--- src/rtl/pb_hw_pkg.sv ---
// Shared protobuf encoder types: wire types, size limits and the field-serializer FSM state.
package pb_hw_pkg;

   typedef enum logic [2:0] {
      VARINT = 3'd0,
      I64    = 3'd1,
      LEN    = 3'd2,
      SGROUP = 3'd3,
      EGROUP = 3'd4,
      I32    = 3'd5
   } wire_type_e;

   localparam int unsigned MAX_VARINT_BYTES = 10;
   localparam int unsigned MAX_KEY_BYTES    = 5;
   localparam int unsigned KEY_W            = 32;

   typedef enum logic [1:0] {
      ST_IDLE,
      ST_KEY,
      ST_VAL,
      ST_ERR
   } fsm_state_e;

   // Group wire types and the unassigned codes 6/7 are not serializable.
   function automatic logic wt_illegal(input logic [2:0] wt);
      case (wt)
         VARINT, I64, LEN, I32: return 1'b0;
         default:               return 1'b1;
      endcase
   endfunction

   function automatic logic wt_fixed(input logic [2:0] wt);
      return (wt == I64) || (wt == I32);
   endfunction

endpackage

--- src/rtl/pb_rr_arbiter.sv ---
// Round-robin arbiter: first valid requester at or after the pointer wins; the
// pointer moves just past the winner whenever a grant is taken.
module pb_rr_arbiter #(
   parameter  int NUM_REQ = 4,
   localparam int IDX_W   = $clog2(NUM_REQ)
) (
   input  logic               clk,
   input  logic               rst,
   input  logic [NUM_REQ-1:0] req_i,
   input  logic               grant_en_i,
   output logic [NUM_REQ-1:0] gnt_o,
   output logic [IDX_W-1:0]   gnt_idx_o,
   output logic               gnt_any_o
);

   localparam int unsigned N = NUM_REQ;

   logic [IDX_W-1:0] ptr_q, ptr_d;
   int unsigned      idx;

   always_comb begin
      gnt_o     = '0;
      gnt_idx_o = '0;
      gnt_any_o = 1'b0;
      idx       = 0;
      for (int unsigned off = 0; off < N; off++) begin
         idx = 32'(ptr_q) + off;
         if (idx >= N) idx = idx - N;
         if (!gnt_any_o && req_i[IDX_W'(idx)]) begin
            gnt_any_o = 1'b1;
            gnt_idx_o = IDX_W'(idx);
         end
      end
      gnt_o[gnt_idx_o] = gnt_any_o;
   end

   always_comb begin
      ptr_d = ptr_q;
      if (grant_en_i && gnt_any_o) begin
         ptr_d = (gnt_idx_o == IDX_W'(NUM_REQ - 1)) ? '0 : gnt_idx_o + 1'b1;
      end
   end

   always_ff @(posedge clk or posedge rst) begin
      if (rst) ptr_q <= '0;
      else     ptr_q <= ptr_d;
   end

endmodule

--- src/rtl/pb_field_encode_arb.sv ---
// Shared protobuf field serializer: arbitrates NUM_REQ producers and emits each
// accepted field as key varint followed by a varint or fixed little-endian payload.
module pb_field_encode_arb
   import pb_hw_pkg::*;
#(
   parameter  int NUM_REQ = 4,
   parameter  int FN_W    = 29,
   parameter  int VAL_W   = 64,
   localparam int SRC_W   = $clog2(NUM_REQ)
) (
   input  logic                     clk,
   input  logic                     rst,
   input  logic [NUM_REQ-1:0]       req_valid,
   output logic [NUM_REQ-1:0]       req_ready,
   input  logic [NUM_REQ*FN_W-1:0]  req_field_number,
   input  logic [NUM_REQ*3-1:0]     req_wire_type,
   input  logic [NUM_REQ*VAL_W-1:0] req_value,
   output logic                     out_valid,
   input  logic                     out_ready,
   output logic [7:0]               out_byte,
   output logic                     out_last,
   output logic [SRC_W-1:0]         out_src,
   output logic                     err_illegal,
   output logic                     busy
);

   fsm_state_e       state_q, state_d;
   logic [VAL_W-1:0] sr_q, sr_d;
   logic [VAL_W-1:0] val_q, val_d;
   wire_type_e       wt_q, wt_d;
   logic [SRC_W-1:0] src_q, src_d;
   logic [3:0]       cnt_q, cnt_d;

   logic [NUM_REQ-1:0] gnt;
   logic [SRC_W-1:0]   gnt_idx;
   logic               gnt_any;
   logic               grant_en;

   logic [FN_W-1:0]  sel_fn;
   logic [2:0]       sel_wt;
   logic [VAL_W-1:0] sel_val;
   logic [KEY_W-1:0] sel_key;
   logic             sel_illegal;

   logic       hs;
   logic       rest_nz;
   logic       fixed;
   logic [3:0] fix_last;
   logic [3:0] cnt_inc;

   pb_rr_arbiter #(
      .NUM_REQ (NUM_REQ)
   ) u_arb (
      .clk        (clk),
      .rst        (rst),
      .req_i      (req_valid),
      .grant_en_i (grant_en),
      .gnt_o      (gnt),
      .gnt_idx_o  (gnt_idx),
      .gnt_any_o  (gnt_any)
   );

   assign grant_en  = (state_q == ST_IDLE) && !rst;
   assign req_ready = grant_en ? gnt : '0;

   assign sel_fn      = req_field_number[int'(gnt_idx)*FN_W +: FN_W];
   assign sel_wt      = req_wire_type[int'(gnt_idx)*3 +: 3];
   assign sel_val     = req_value[int'(gnt_idx)*VAL_W +: VAL_W];
   assign sel_key     = KEY_W'({sel_fn, sel_wt});
   assign sel_illegal = (sel_fn == '0) || wt_illegal(sel_wt);

   // One shift register serves key and payload; rest_nz is the varint continuation bit.
   assign rest_nz  = |sr_q[VAL_W-1:7];
   assign fixed    = wt_fixed(wt_q);
   assign fix_last = (wt_q == I64) ? 4'd7 : 4'd3;
   assign cnt_inc  = (cnt_q == 4'hF) ? cnt_q : cnt_q + 4'd1;

   assign out_valid   = (state_q == ST_KEY) || (state_q == ST_VAL);
   assign out_byte    = (state_q == ST_VAL && fixed) ? sr_q[7:0] : {rest_nz, sr_q[6:0]};
   assign out_last    = (state_q == ST_VAL) && (fixed ? (cnt_q == fix_last) : !rest_nz);
   assign out_src     = src_q;
   assign err_illegal = (state_q == ST_ERR);
   assign busy        = (state_q != ST_IDLE);
   assign hs          = out_valid && out_ready;

   always_comb begin
      state_d = state_q;
      sr_d    = sr_q;
      val_d   = val_q;
      wt_d    = wt_q;
      src_d   = src_q;
      cnt_d   = cnt_q;
      case (state_q)
         ST_IDLE: begin
            if (grant_en && gnt_any) begin
               src_d   = gnt_idx;
               wt_d    = wire_type_e'(sel_wt);
               val_d   = sel_val;
               sr_d    = VAL_W'(sel_key);
               cnt_d   = '0;
               state_d = sel_illegal ? ST_ERR : ST_KEY;
            end
         end
         ST_KEY: begin
            if (hs) begin
               if (!rest_nz) begin
                  sr_d    = val_q;
                  cnt_d   = '0;
                  state_d = ST_VAL;
               end else begin
                  sr_d  = sr_q >> 7;
                  cnt_d = cnt_inc;
               end
            end
         end
         ST_VAL: begin
            if (hs) begin
               if (out_last) begin
                  state_d = ST_IDLE;
               end else begin
                  sr_d  = fixed ? (sr_q >> 8) : (sr_q >> 7);
                  cnt_d = cnt_inc;
               end
            end
         end
         ST_ERR: state_d = ST_IDLE;
         default: state_d = ST_IDLE;
      endcase
   end

   always_ff @(posedge clk or posedge rst) begin
      if (rst) begin
         state_q <= ST_IDLE;
         sr_q    <= '0;
         val_q   <= '0;
         wt_q    <= VARINT;
         src_q   <= '0;
         cnt_q   <= '0;
      end else begin
         state_q <= state_d;
         sr_q    <= sr_d;
         val_q   <= val_d;
         wt_q    <= wt_d;
         src_q   <= src_d;
         cnt_q   <= cnt_d;
      end
   end

   a_varint_len: assert property (@(posedge clk) disable iff (rst)
      !(state_q == ST_VAL && !fixed && cnt_q >= 4'(MAX_VARINT_BYTES)));
   a_key_len: assert property (@(posedge clk) disable iff (rst)
      !(state_q == ST_KEY && cnt_q >= 4'(MAX_KEY_BYTES)));
   a_ready_onehot: assert property (@(posedge clk) disable iff (rst) $onehot0(req_ready));

   for (genvar i = 0; i < NUM_REQ; i++) begin : g_hold
      a_req_hold: assert property (@(posedge clk) disable iff (rst)
         (req_valid[i] && !req_ready[i]) |=>
            (req_valid[i] && $stable(req_field_number[i*FN_W +: FN_W]) &&
             $stable(req_wire_type[i*3 +: 3]) && $stable(req_value[i*VAL_W +: VAL_W])));
   end

endmodule

--- config.mk ---
export PLATFORM = sky130hd
export DESIGN_NAME = pb_field_encode_arb
export DESIGN_NICKNAME = d
export VERILOG_FILES = /design/src/rtl/pb_hw_pkg.sv /design/src/rtl/pb_rr_arbiter.sv /design/src/rtl/pb_field_encode_arb.sv
export SDC_FILE = /design/constraint.sdc
export NUM_CORES = 1
export LEC_CHECK = 0
export CAP_MARGIN = 20
export CORE_MARGIN = 2
export CORE_UTILIZATION = 42
export DETAILED_ROUTE_END_ITERATION = 10
export PLACE_DENSITY = 0.78
export SLEW_MARGIN = 20
export SYNTH_ARGS = -nofsm -noshare
export SYNTH_HDL_FRONTEND = slang
export SYNTH_SLANG_ARGS = --single-unit
--- constraint.sdc ---
create_clock -name clk -period 6.3 [get_ports clk]
set_input_delay 0.945 -clock clk [delete_from_list [all_inputs] [get_ports clk]]
set_output_delay 0.945 -clock clk [all_outputs]
set_load 0.05 [all_outputs]
==> flow_summary.ini <==
[outcome]
status = finished, final reports clean

[placement]
hpwl_um = 29400
gp_congestion = 0.886
port_buffers = 408
placed_area_sq_um = 14300

[final_layout]
regArea_sq_um = 3530
final_layout_size_suffix_gt1_share_pct = 4.12
syn2layout_area_growth_pct = 45.7
multiInputGateArea_sq_um = 6090
fin_area_sq_um = 14900
fillers = 2227
fin_util_pct = 61.9
nets = 2110

[synthesis]
synth_largest_area_cell = dfrtp_1
syn_avg_cell_area_sq_um = 7.32
synthCells = 1400
syn_area_sq_um = 10200
ys.flop_type = dfrtp_1
ys_seq_elements = 141
synth_top_area_share_pct = 34.4
synth_edf_count = 0
yosys_warnings = 0
syn-num-nets = 1800
ys_seq_area_share_pct = 34.4
ys_top_cells_by_area = dfrtp_1, nand2_1, nand3_1
ys_types = 49
ys_async_sr_fraction_pct = 100

[detailed_routing]
drt_iter0_markers = 1466
drtAntennaViolNets = 0
num_vias = 11800
wire_per_inst_um = 19.2
drc = 0
totalWireLength_um = 39500
vias_per_cell = 5.75
drtPass1Iterations = 11

[global_routing]
overflow = 0
grt_max_degree = 135
grt_antenna_before_repair = 5
grt_pass1_vias = 11000
grt_use_total_pct = 29.8
grt_pass1_wl_um = 60600

[clock_tree]
cts-root-buf = clkbuf_16
cts.path.max_buffers = 2
clock-sinks = 141
cts-resized-gates = 0
hold_buffers = 0
htree_levels = 4
post_cts_buffers = 0
insertion_delay_ps = 420
tritoncts = built
clkTransAtPathRegs_ps = 60
numCtsBuffers = 17

[critical_path]
crit_type = input pin to primary output
critPathLaunchType = input pin
reg2regPathDepth = 9
slowest_delay_ps = 810
worst-path-buf-inv = 3
crit_path_top_delay_cell = clkdlybuf4s50_1
cp.required_ps = 5350
worstPathCellList = clkdlybuf4s50_1, and2b_1, a311oi_4, nor2_4, inv_4, ha_1, and2_1, clkdlybuf4s50_1
crit_path_max_fanout = 64
timing.rr.end = cnt_q[0]
cp_top_family = buffers and inverters
reg2reg_slack_ps = 2800
r2r-start = sr_q[63]
cp.arrival_ps = 3810
path_common_cell = clkdlybuf4s50_1
endpoint_kind = primary output

[sta]
min_period_over_period_pct = 75.5
max-slew-margin-rel_pct = 30.8
rsz0062_at_grt = false
maxSlewViolCount = 0
tns_ps = 0
hold_viol_final = 0
fin_crit_ps = 4760
worst_pin_slew_ps = 1040
fin_skew_ps = 6.79
fmax_mhz = 210
setup_viol = 0

[hold_path]
min_path_cells = 2
hold_class = flip-flop to flip-flop
holdCritStartpoint = wt_q[0]
min_to = wt_q[0]

[die]
core_sq_um = 24100
row_count = 57
die_h_um = 160
fp.dieW_um = 160
start_util_pct = 42.5
ios = 409
die_area_sq_um = 25700

[flow_run]
max_cap_violations = 0

[pwr]
power_density_nw_per_um2 = 404
power_leakage_uw = 0.00632
vdd_drop_max_mv = 0.286
==> worst max path at each step <==
stage,start,slack [ps],cells past startpoint,to
6_report,req_valid[2],1540,8,req_ready[0]
4_1_cts,req_valid[2],1540,8,req_ready[1]
2_1_floorplan,rst,90,5,req_ready[0]
3_3_place_gp,req_valid[2],1590,8,req_ready[1]
3_5_place_dp,req_valid[2],1550,8,req_ready[2]
5_1_grt,req_valid[2],1390,8,req_ready[1]
==> metal layers <==
| layer | global-route usage [%] | part of all wire, % | vias up |
|---|---|---|---|
| met2 | 47.6 | 46 | 627 |
| met4 | 11.8 | 2.9 | 0 |
| li1 | - | - | 5592 |
| met5 | 0 | 0 | - |
| met1 | 39.7 | 41 | 5515 |
| met3 | 6.23 | 9.7 | 68 |
==> kinds of logic after synthesis <==
group,Yosys count,synth area share (%)
simple gates,823,35.8
compound gates,251,18.9
buf+inv,145,6.60
flops,141,34.4
mux,30,3.03
fa+ha+maj,9,1.10
xor+xnor,1,0.0855
==> state kept, by name (all words and copies together) (netlist names) <==
name and flops:
val_q 64, out_src 2, state_q 2, cnt_q 4
wt_q 3, sr_q 64, u_arb.ptr_q 2
==> worst register-to-register path, cell delays in order, from the launching register on <==
cell,delay [ps]
dfrtp_1,470
nor4_1,300
nand2_1,80
nor4_1,550
nand2_1,220
o21ai_0,330
a211o_4,640
buf_12,370
nor3b_1,130
mux2_2,300
==> layout make-up <==
class,count,share of cell area [%]
diodes,5,0.0839
well taps,324,2.72
repair buffers,424,28.3
flip-flops and latches,141,23.6
multi-input cells,1114,40.8
inverters,12,0.386
clock inverters,15,1.26
clock buffers,17,2.85
==> power breakdown <==
group | leakage [uW] | total (uW) | switching [uW] | internal [uW]
Sequential | 0.00181 | 1540 | 292 | 1250
Clock | 0.000290 | 1030 | 405 | 628
Combinational | 0.00422 | 3450 | 2240 | 1210
Total | 0.00632 | 6020 | 2940 | 3090
==> metrics by stage <==
step / power, uW / instances / setup slack [ps] / hold slack [ps]
CTS: 5960 / 2046 / 1540 / 479
finish: 6020 / 2052 / 1540 / 471
detailed placement: 4920 / 2014 / 1550 / 465
global placement: 4850 / 2014 / 1590 / 458
global route: 6440 / 2052 / 1390 / 498
floorplan: 3920 / 1400 / 90.0 / 440
==> cell usage in the layout, fill, tap and decap left out, types with 14 or more instances in the layout <==
master,synthesis,layout
nand2_1,476,476
o21ai_0,19,19
a222oi_1,37,37
o31ai_1,31,31
clkbuf_16,0,17
mux2i_1,22,22
nor4_1,17,17
a21oi_1,17,17
a211oi_1,69,69
nand3_1,202,201
buf_4,11,15
nor3b_1,54,54
o22a_1,14,14
clkdlybuf4s50_1,0,408
dfrtp_1,141,141
nor2_1,48,48
==> synthesized netlist by cell type, drive strengths merged, types with 21 or more instances <==
cell type  count
a211oi        70
nor3b         54
mux2i         22
o21ai         21
nand2        477
dfrtp        141
a222oi        37
nand3        202
o31ai         31
buf           71
nor2          49
clkbuf        62
Power figures use the tool's default switching activity.
